[src/rtl/clock_pkg.sv]
`default_nettype none
// ============================================================================
//  Module   : clock_pkg (package)
//  Purpose  : Shared definitions for the clock/calendar datapath: field
//             bounds, the days-in-month table used to drive a day counter's
//             runtime limit, the counter update-action encoding and a
//             constant binary-to-BCD helper.
//  Contents : SEC_MAX, MIN_MAX, HOUR_MAX, DAY_MIN, DAY_MAX, MON_MIN, MON_MAX
//             DAYS_IN_MONTH table, days_in_month(), bcd_of(), upd_e
//  Revision : 1.0  initial release
// ============================================================================
package clock_pkg;

  localparam int SEC_MAX  = 59;
  localparam int MIN_MAX  = 59;
  localparam int HOUR_MAX = 23;
  localparam int DAY_MIN  = 1;
  localparam int DAY_MAX  = 31;
  localparam int MON_MIN  = 1;
  localparam int MON_MAX  = 12;

  // Index 0 is January. February holds the non-leap value; the leap-year
  // adjustment is applied in days_in_month().
  localparam logic [4:0] DAYS_IN_MONTH [12] = '{
    5'd31, 5'd28, 5'd31, 5'd30, 5'd31, 5'd30,
    5'd31, 5'd31, 5'd30, 5'd31, 5'd30, 5'd31
  };

  // What the counter does on the coming edge, in priority order of the
  // decision logic.
  typedef enum logic [2:0] {
    ACT_HOLD    = 3'd0,
    ACT_CLAMP   = 3'd1,
    ACT_LOAD    = 3'd2,
    ACT_INC     = 3'd3,
    ACT_DEC     = 3'd4,
    ACT_WRAP_UP = 3'd5,
    ACT_WRAP_DN = 3'd6
  } upd_e;

  // Day-counter limit for a month (1..12). Out-of-range months fall back to
  // 31 so a mis-set month field never shrinks the day range below legal.
  function automatic logic [4:0] days_in_month(input logic [3:0] month,
                                               input logic       leap);
    int idx;
    idx = int'(month) - 1;
    if (month == 4'd2 && leap) begin
      return 5'd29;
    end
    if (idx >= 0 && idx < 12) begin
      return DAYS_IN_MONTH[idx];
    end
    return 5'd31;
  endfunction

  // Two-digit BCD of a constant, used for the BCD register reset value.
  function automatic logic [7:0] bcd_of(input int value);
    int v;
    v = value % 100;
    return {4'(v / 10), 4'(v % 10)};
  endfunction

endpackage
`default_nettype wire

[src/rtl/bin2bcd_2d.sv]
`default_nettype none
// ============================================================================
//  Module   : bin2bcd_2d
//  Purpose  : Combinational binary to two-digit BCD conversion using the
//             shift-and-add-3 (double-dabble) algorithm. Inputs above 99
//             produce undefined digits; callers bound their range to 0..99.
//  Ports    : bin  [6:0] in  - binary value 0..99
//             tens [3:0] out - BCD tens digit
//             ones [3:0] out - BCD ones digit
//  Revision : 1.0  initial release
// ============================================================================
module bin2bcd_2d (
  input  logic [6:0] bin,
  output logic [3:0] tens,
  output logic [3:0] ones
);

  // [14:11] tens, [10:7] ones, [6:0] binary being shifted in.
  logic [14:0] sr;

  always_comb begin
    sr = {8'd0, bin};
    for (int i = 0; i < 7; i++) begin
      if (sr[10:7] >= 4'd5) begin
        sr[10:7] = sr[10:7] + 4'd3;
      end
      if (sr[14:11] >= 4'd5) begin
        sr[14:11] = sr[14:11] + 4'd3;
      end
      sr = sr << 1;
    end
    tens = sr[14:11];
    ones = sr[10:7];
  end

endmodule
`default_nettype wire

[src/rtl/mod_updown_counter.sv]
`default_nettype none
// ============================================================================
//  Module   : mod_updown_counter
//  Purpose  : Parametrised up/down modulo counter for the time/date fields.
//             Counts once per cycle on tick strobes, supports synchronous
//             load with clipping, wrap or saturate at the bounds, a runtime
//             upper limit, and registered carry/borrow pulses for cascading.
//  Options  : MOD_UPDOWN_COUNTER_BCD_EN - adds registered bcd_tens/bcd_ones
//             outputs (requires MAX_VAL <= 99).
//  Ports    : clk       in         rising-edge clock
//             rst       in         asynchronous active-high reset
//             en        in         enable for ticks and load
//             tick_up   in         increment strobe
//             tick_down in         decrement strobe
//             load      in         synchronous load of load_val
//             load_val  in  WIDTH  value to load (clipped)
//             limit     in  WIDTH  runtime upper bound
//             count     out WIDTH  current value
//             carry     out        one-cycle pulse on up-wrap
//             borrow    out        one-cycle pulse on down-wrap
//             at_max    out        count == effective max
//             at_min    out        count == MIN_VAL
//             bcd_tens  out 4      (option) BCD tens of count
//             bcd_ones  out 4      (option) BCD ones of count
//  Revision : 1.0  initial release
// ============================================================================
module mod_updown_counter
  import clock_pkg::*;
#(
  parameter int WIDTH    = 6,
  parameter int MIN_VAL  = 0,
  parameter int MAX_VAL  = 59,
  parameter int RST_VAL  = 0,
  parameter int SATURATE = 0
) (
  input  logic             clk,
  input  logic             rst,
  input  logic             en,
  input  logic             tick_up,
  input  logic             tick_down,
  input  logic             load,
  input  logic [WIDTH-1:0] load_val,
  input  logic [WIDTH-1:0] limit,
  output logic [WIDTH-1:0] count,
  output logic             carry,
  output logic             borrow,
  output logic             at_max,
  output logic             at_min
`ifdef MOD_UPDOWN_COUNTER_BCD_EN
  ,
  output logic [3:0]       bcd_tens,
  output logic [3:0]       bcd_ones
`endif
);

  // One extra bit keeps every comparison and +/-1 free of wrap-around at
  // 2^WIDTH-1 and below zero.
  localparam int EW = WIDTH + 1;
  localparam logic [EW-1:0] MIN_X = EW'(MIN_VAL);
  localparam logic [EW-1:0] MAX_X = EW'(MAX_VAL);
  localparam logic [EW-1:0] RST_X = EW'(RST_VAL);

  if (WIDTH < 1 || WIDTH > 16) begin : g_err_width
    $error("mod_updown_counter: WIDTH must be 1..16");
  end
  if (MIN_VAL < 0 || MIN_VAL > MAX_VAL || MAX_VAL >= (1 << WIDTH)) begin : g_err_bounds
    $error("mod_updown_counter: need 0 <= MIN_VAL <= MAX_VAL < 2**WIDTH");
  end
  if (RST_VAL < MIN_VAL || RST_VAL > MAX_VAL) begin : g_err_rst
    $error("mod_updown_counter: RST_VAL outside MIN_VAL..MAX_VAL");
  end

  logic [EW-1:0] cnt_x;
  logic [EW-1:0] lim_x;
  logic [EW-1:0] load_x;
  logic [EW-1:0] eff_max;
  logic [EW-1:0] load_clip;
  logic [EW-1:0] count_nx;
  logic          carry_nx;
  logic          borrow_nx;
  upd_e          act;

  assign cnt_x  = {1'b0, count};
  assign lim_x  = {1'b0, limit};
  assign load_x = {1'b0, load_val};

  // eff_max = min(limit, MAX_VAL), never below MIN_VAL.
  always_comb begin
    eff_max = lim_x;
    if (lim_x > MAX_X) begin
      eff_max = MAX_X;
    end
    if (eff_max < MIN_X) begin
      eff_max = MIN_X;
    end
  end

  always_comb begin
    load_clip = load_x;
    if (load_x < MIN_X) begin
      load_clip = MIN_X;
    end else if (load_x > eff_max) begin
      load_clip = eff_max;
    end
  end

  // Decide the action. An out-of-range count (limit just dropped) is pulled
  // back regardless of enable and overrides any load or tick that cycle.
  always_comb begin
    act = ACT_HOLD;
    if (cnt_x > eff_max) begin
      act = ACT_CLAMP;
    end else if (en && load) begin
      act = ACT_LOAD;
    end else if (en && tick_up && !tick_down) begin
      if (cnt_x == eff_max) begin
        act = (SATURATE != 0) ? ACT_HOLD : ACT_WRAP_UP;
      end else begin
        act = ACT_INC;
      end
    end else if (en && tick_down && !tick_up) begin
      if (cnt_x == MIN_X) begin
        act = (SATURATE != 0) ? ACT_HOLD : ACT_WRAP_DN;
      end else begin
        act = ACT_DEC;
      end
    end
  end

  always_comb begin
    count_nx  = cnt_x;
    carry_nx  = 1'b0;
    borrow_nx = 1'b0;
    case (act)
      ACT_CLAMP:   count_nx = eff_max;
      ACT_LOAD:    count_nx = load_clip;
      ACT_INC:     count_nx = cnt_x + EW'(1);
      ACT_DEC:     count_nx = cnt_x - EW'(1);
      ACT_WRAP_UP: begin
        count_nx = MIN_X;
        carry_nx = 1'b1;
      end
      ACT_WRAP_DN: begin
        count_nx  = eff_max;
        borrow_nx = 1'b1;
      end
      default:     count_nx = cnt_x;
    endcase
  end

  always_ff @(posedge clk or posedge rst) begin
    if (rst) begin
      count  <= RST_X[WIDTH-1:0];
      carry  <= 1'b0;
      borrow <= 1'b0;
    end else begin
      count  <= count_nx[WIDTH-1:0];
      carry  <= carry_nx;
      borrow <= borrow_nx;
    end
  end

  assign at_max = (cnt_x == eff_max);
  assign at_min = (cnt_x == MIN_X);

`ifdef MOD_UPDOWN_COUNTER_BCD_EN
  localparam logic [7:0] RST_BCD = bcd_of(RST_VAL);

  if (MAX_VAL > 99) begin : g_err_bcd_range
    $error("mod_updown_counter: BCD outputs require MAX_VAL <= 99");
  end

  logic [3:0] tens_nx;
  logic [3:0] ones_nx;

  // Convert the next count so the digits land on the same edge as count.
  bin2bcd_2d u_bin2bcd (
    .bin  (7'(count_nx)),
    .tens (tens_nx),
    .ones (ones_nx)
  );

  always_ff @(posedge clk or posedge rst) begin
    if (rst) begin
      bcd_tens <= RST_BCD[7:4];
      bcd_ones <= RST_BCD[3:0];
    end else begin
      bcd_tens <= tens_nx;
      bcd_ones <= ones_nx;
    end
  end
`endif

endmodule
`default_nettype wire

[config.mk]
export PLATFORM = sky130hd
export DESIGN_NAME = mod_updown_counter
export DESIGN_NICKNAME = d
export VERILOG_FILES = /design/src/rtl/clock_pkg.sv /design/src/rtl/bin2bcd_2d.sv /design/src/rtl/mod_updown_counter.sv
export SDC_FILE = /design/constraint.sdc
export NUM_CORES = 1
export LEC_CHECK = 0
export CAP_MARGIN = 15
export CELL_PAD_IN_SITES_DETAIL_PLACEMENT = 1
export CELL_PAD_IN_SITES_GLOBAL_PLACEMENT = 1
export CORE_ASPECT_RATIO = 2
export CORE_UTILIZATION = 38
export CTS_BUF_LIST = sky130_fd_sc_hd__clkbuf_2 sky130_fd_sc_hd__clkbuf_4 sky130_fd_sc_hd__clkbuf_8
export DETAILED_ROUTE_END_ITERATION = 10
export PLACE_DENSITY_LB_ADDON = 0.1
export SYNTH_ARGS = -nofsm -noshare
export SYNTH_HDL_FRONTEND = slang
export SYNTH_SLANG_ARGS = --single-unit
[constraint.sdc]
create_clock -name clk -period 3.8 [get_ports clk]
set_clock_uncertainty 0.05 [all_clocks]
set_input_delay 0.57 -clock clk [delete_from_list [all_inputs] [get_ports clk]]
set_output_delay 0.57 -clock clk [all_outputs]
set_load 0.01 [all_outputs]
# --- After elaboration in Yosys (flattened, before gate mapping) ---
# Index checks and enable logic that the tools add are counted.
op_classes:
  add_sub_neg: 2
  magnitude_cmp: 5
  n_eq_ne: 7
  muxes: 13
  reduce_logical: 10
op_table:
  columns: ["op", "count"]
  rows:
  - ["6-bit case mux with 5 select lines", 1]
  - ["6-bit two-way mux", 4]
  - ["3-bit two-way mux", 5]
  - ["6-bit by 7-bit greater-than comparator with 1-bit output", 2]
  - ["3-bit == test, second input constant", 3]
  - ["6-bit by 7-bit == test with 1-bit output", 1]
  - ["7-bit zero test", 1]
  - ["7-bit by 1-bit less-than comparator with 1-bit output, second input constant", 1]
  - ["6-bit by 1-bit adder with 6-bit output, second input constant", 1]
  - ["3-bit by 2-bit == test with 1-bit output, second input constant", 2]
  - ["6-bit greater-than comparator, second input constant", 1]
  - ["6-bit by 1-bit less-than comparator with 1-bit output, second input constant", 1]
  - ["6-bit by 1-bit subtractor with 6-bit output, second input constant", 1]
  - ["1-bit logical AND", 5]
  - ["5-bit nonzero test", 1]
  - ["3-bit by 1-bit == test with 1-bit output, second input constant", 1]
  - ["1-bit zero test", 2]
  - ["1-bit two-way mux", 2]
  - ["2-bit two-way mux", 1]
  - ["2-bit OR reduction", 1]
totals:
  ff_bits: 8
  out_inout_bits: 10

# --- Depth between registers and ports, before layout ---
logic_depth:
  depth_word: 12
  ltp_mapped: 16
  mapped_depth_nobuf: 15

# --- Worst setup path before layout ---
# Ideal clock, no wire load.
synth_timing:
  path_kind: "input to register"
  startpoint: "in limit[4]"
  endpoint: "reg count[4]"
  t_arrival_ns: 3.799
  t_required_ns: 3.624
  setup_slack_ns: -0.175
  path_stages: 16
  path_cell_list: "buf_2 inv_1 o31ai_1 ha_1 nand4_1 or3_4 a31o_4 nand2_1 nor2_1 fa_1 a21o_1 a21oi_1 xor2_1 a21oi_1 a32o_1 a221o_1"
synth_via:
  elab_chain_len: 12
synth_rtl:
  columns: ["element", "line_no", "rtl"]
  rows:
  - ["from (decl)", "mod_updown_counter.sv:43", "input logic [WIDTH-1:0] limit,"]
  - ["6-bit greater-than comparator", "mod_updown_counter.sv:90", "if (lim_x > MAX_X) begin"]
  - ["6-bit two-way mux *", "mod_updown_counter.sv:90", null]
  - ["7-bit by 1-bit less-than comparator with 1-bit output", "mod_updown_counter.sv:93", "if (eff_max < MIN_X) begin"]
  - ["6-bit two-way mux *", "mod_updown_counter.sv:93", null]
  - ["6-bit by 7-bit == test with 1-bit output", "mod_updown_counter.sv:116", "if (cnt_x == eff_max) begin"]
  - ["3-bit two-way mux", "mod_updown_counter.sv:116", null]
  - ["3-bit two-way mux", "mod_updown_counter.sv:115", "end else if (en && tick_up && !tick_down) begin"]
  - ["3-bit two-way mux", "mod_updown_counter.sv:113", "end else if (en && load) begin"]
  - ["3-bit two-way mux", "mod_updown_counter.sv:111", "if (cnt_x > eff_max) begin"]
  - ["3-bit == test / 3-bit by 1-bit == test with 1-bit output (equally long branches)", "mod_updown_counter.sv:134", "case (act)"]
  - ["2-bit OR reduction (no source line)", null, null]
  - ["6-bit case mux with 5 select lines / 5-bit nonzero test (equally long branches)", null, null]
  - ["to (signal assigned)", "mod_updown_counter.sv:153", "count <= RST_X[WIDTH-1:0];"]
  - ["to (signal assigned)", "mod_updown_counter.sv:157", "count <= count_nx[WIDTH-1:0];"]
  - ["to (decl)", "mod_updown_counter.sv:44", "output logic [WIDTH-1:0] count,"]
# Mark *: on every way between the ends. The rest lies on a longest branch, timed or not.
# A chain may end at the register's enable or synchronous reset.

# --- Final worst setup path ---
layout_timing:
  startpoint: "in limit[5]"
  endpoint: "reg count[5]"
# Same word-level chain as after synthesis.

==> summary.txt <==
Die H = 80.3 um
Die X = 41.2 um
Starting density of the core = 39.6%
Final hold vios = 0
Synth unique cells = 48
ANT nets after route = 0
Number of global-route vias before repair = 1577
Port bufs = 27
Startpoint Class = primary input
F_max = 270 MHz
Crit end category = register
Drt pass-1 iters = 4
Crit share post-route = 97.6%
Hold-fix buffers, CTS = 0
Worst Path Arrival = 3830 ps
CP max stage delay = 620 ps
Minimum clock period = 3710 ps
Total power = 0.00111 W
CTS root buf = clkbuf_8
H-tree Lvls = 1
Num CTS Buffers = 3
Register area share after synthesis = 17.2%
Overflow after GRT = 0
Core area = 2940 um2
Pleak = 0.825 nW
DR WL/cell = 19.8 um
Gate Count Post-Synth = 135
Syn avg cell area = 8.63 um2
Yosys warning count = 0
Final Max Tran Viols = 0
Synth area leader = dfrtp_1
CTS Buffer Depth = 2
Final Core Density = 64.2%
Status = complete, no violations
Vias = 1441
Share of the synthesized area in the top cell type = 17.2%
Residual DRC = 0
CTS tree = done
IO Count = 28
Synth cell count leaders = ha_1 (11), inv_1 (10), dfrtp_1 (8), o21ai_0 (8)
First-pass GRT wire length = 7.07 mm
Count leader, synth = ha_1
Top cells by area, synth = dfrtp_1 (17%), ha_1 (12%), xnor2_1 (5.3%), o21ai_0 (3.4%), inv_1 (3.2%)
FF/Latch Area = 200 um2
Worst path slowest cell = or4b_2
Worst Path Required = 3920 ps
Area of the multi-input gates = 1010 um2
Number of flops mapped to enable cells by yosys = 0
Final GP Congestion = 0.931
N_diodes = 0
CP Buf/Inv Count = 2
Asr flop ratio synth = 100%
Final instance area = 1890 um2
Hold crit path type = primary input to async pin
Number of core rows = 28
Iter 0 DRT Violations = 48
Post-DP HPWL = 3.82 mm
Largest net degree at the start of global routing = 9
Full die area = 3300 um2
Later-pin clock latency in the skew report = 230 ps
Initial antenna violation count = 0
Worst-path cell chain = dlygate4sd2_1, buf_4, a41o_1, ha_2, or3_4, a31o_4, nand2_2, nor2_4, ha_4, o21ai_0, or4b_2, nand4_1, mux2i_1, nand3_1, nand3_1
Clock sinks = 8
Area of placed instances = 1770 um2
Main synth FF type = dfrtp_1
GRT Overall Usage = 31.3%
P per Cell Area = 587 nW/um2
Fill count = 356
Crit path max fanout = 5
Cell family with most CP delay = simple AND/OR/NAND/NOR gates
Most used cell, CP = nand3_1
Area delta synth->final = 62.2%
Critical path type = primary input to register
Vias per inst = 6.16
Syn_nets = 165
Drt total wl = 4.63 mm
Flops & latches, synth = 8
Reg clk slew, reported paths = 50 ps
Final Net Count = 236
Max VDD drop = 0.000328 V
Setup violations, final = 0
Worst slew margin = 59.3%
Maxcap violations = 0
Worst-Margin Slew = 605 ps
Share of post-route cells with drive strength above 1 = 32.4%
Cell Area, Synth = 1160 um2
-- routing by layer --
metal  GRT usage [%]  routed length (um)
met5               0                   0
met4            23.9                 354
met3            4.97                 212
met2            56.1                2600
met1            26.7                1470
-- repair_timing --
action / in CTS / in global routing
pin swaps: 7 / 3
setup buffers: 1 / 1
gates resized for setup: 17 / 2
endpoints found under the setup margin: 2 / 2
hold endpoints to repair: 0 / 0
-- worst paths after layout --
kind	start	end	slack, ps	cells after the start
setup / recovery	limit[5]	count[5]	90	15
hold / removal	rst	count[4]	540	2
setup reg to reg	count[5]	count[5]	370	14
hold reg to reg	count[5]	count[5]	670	3
max in group asynchronous	rst	carry	2910	2
min in group clk	count[5]	count[5]	670	3
-- kinds of logic after synthesis --
family / after synthesis / share of synthesized area, %
compound gates: 47 / 34.1
xor+xnor: 8 / 6.02
fa+ha+maj: 13 / 14.4
buf+inv: 11 / 3.65
flops: 8 / 17.2
mux: 1 / 0.859
simple gates: 47 / 23.8
-- per-stage QoR --
step           worst slack [ps]  hold slack, ps  cells  TNS (ps)
6_report                   92.0             545    234         0
4_1_cts                    50.7             555    233         0
2_1_floorplan              1.67             336    135         0
5_1_grt                   -25.0             572    234     -26.5
3_3_place_gp               -376             649    229      -649
3_5_place_dp               -517             645    229     -1060
-- final cells by class --
type / count / share of cell area, %
clock buffers: 3 / 2.19
inverters: 10 / 1.99
multi-input cells: 116 / 53.2
flip-flops and latches: 8 / 10.6
well taps: 30 / 1.99
repair buffers: 67 / 30.0
-- registers in the layout (all words and copies together) (netlist names) --
register	flops
count	6
borrow	1
carry	1
-- layout by cell type, fill, tap and decap left out, types with 3 or more instances in the layout --
master / n
a21o_1: 3
a21oi_1: 3
a221o_1: 3
a31oi_1: 3
a32oi_1: 3
and2_1: 5
and3_1: 3
buf_4: 40
clkbuf_8: 3
clkdlybuf4s50_1: 23
dfrtp_1: 8
dlygate4sd2_1: 3
ha_1: 6
ha_4: 4
inv_1: 7
inv_2: 3
nand2_1: 5
nand2b_1: 4
nand3_1: 4
nand4_1: 3
nor2_1: 6
o211ai_1: 3
o21ai_0: 8
xnor2_1: 7
-- where the power goes --
group	switching [W]	leakage (nW)	internal, W
clock	0.0000356	0.0216	0.0000688
sequential	0.0000377	0.101	0.000119
combinational	0.000410	0.703	0.000439
total	0.000483	0.825	0.000626
Note: power is estimated with default switching activity, not from simulation.
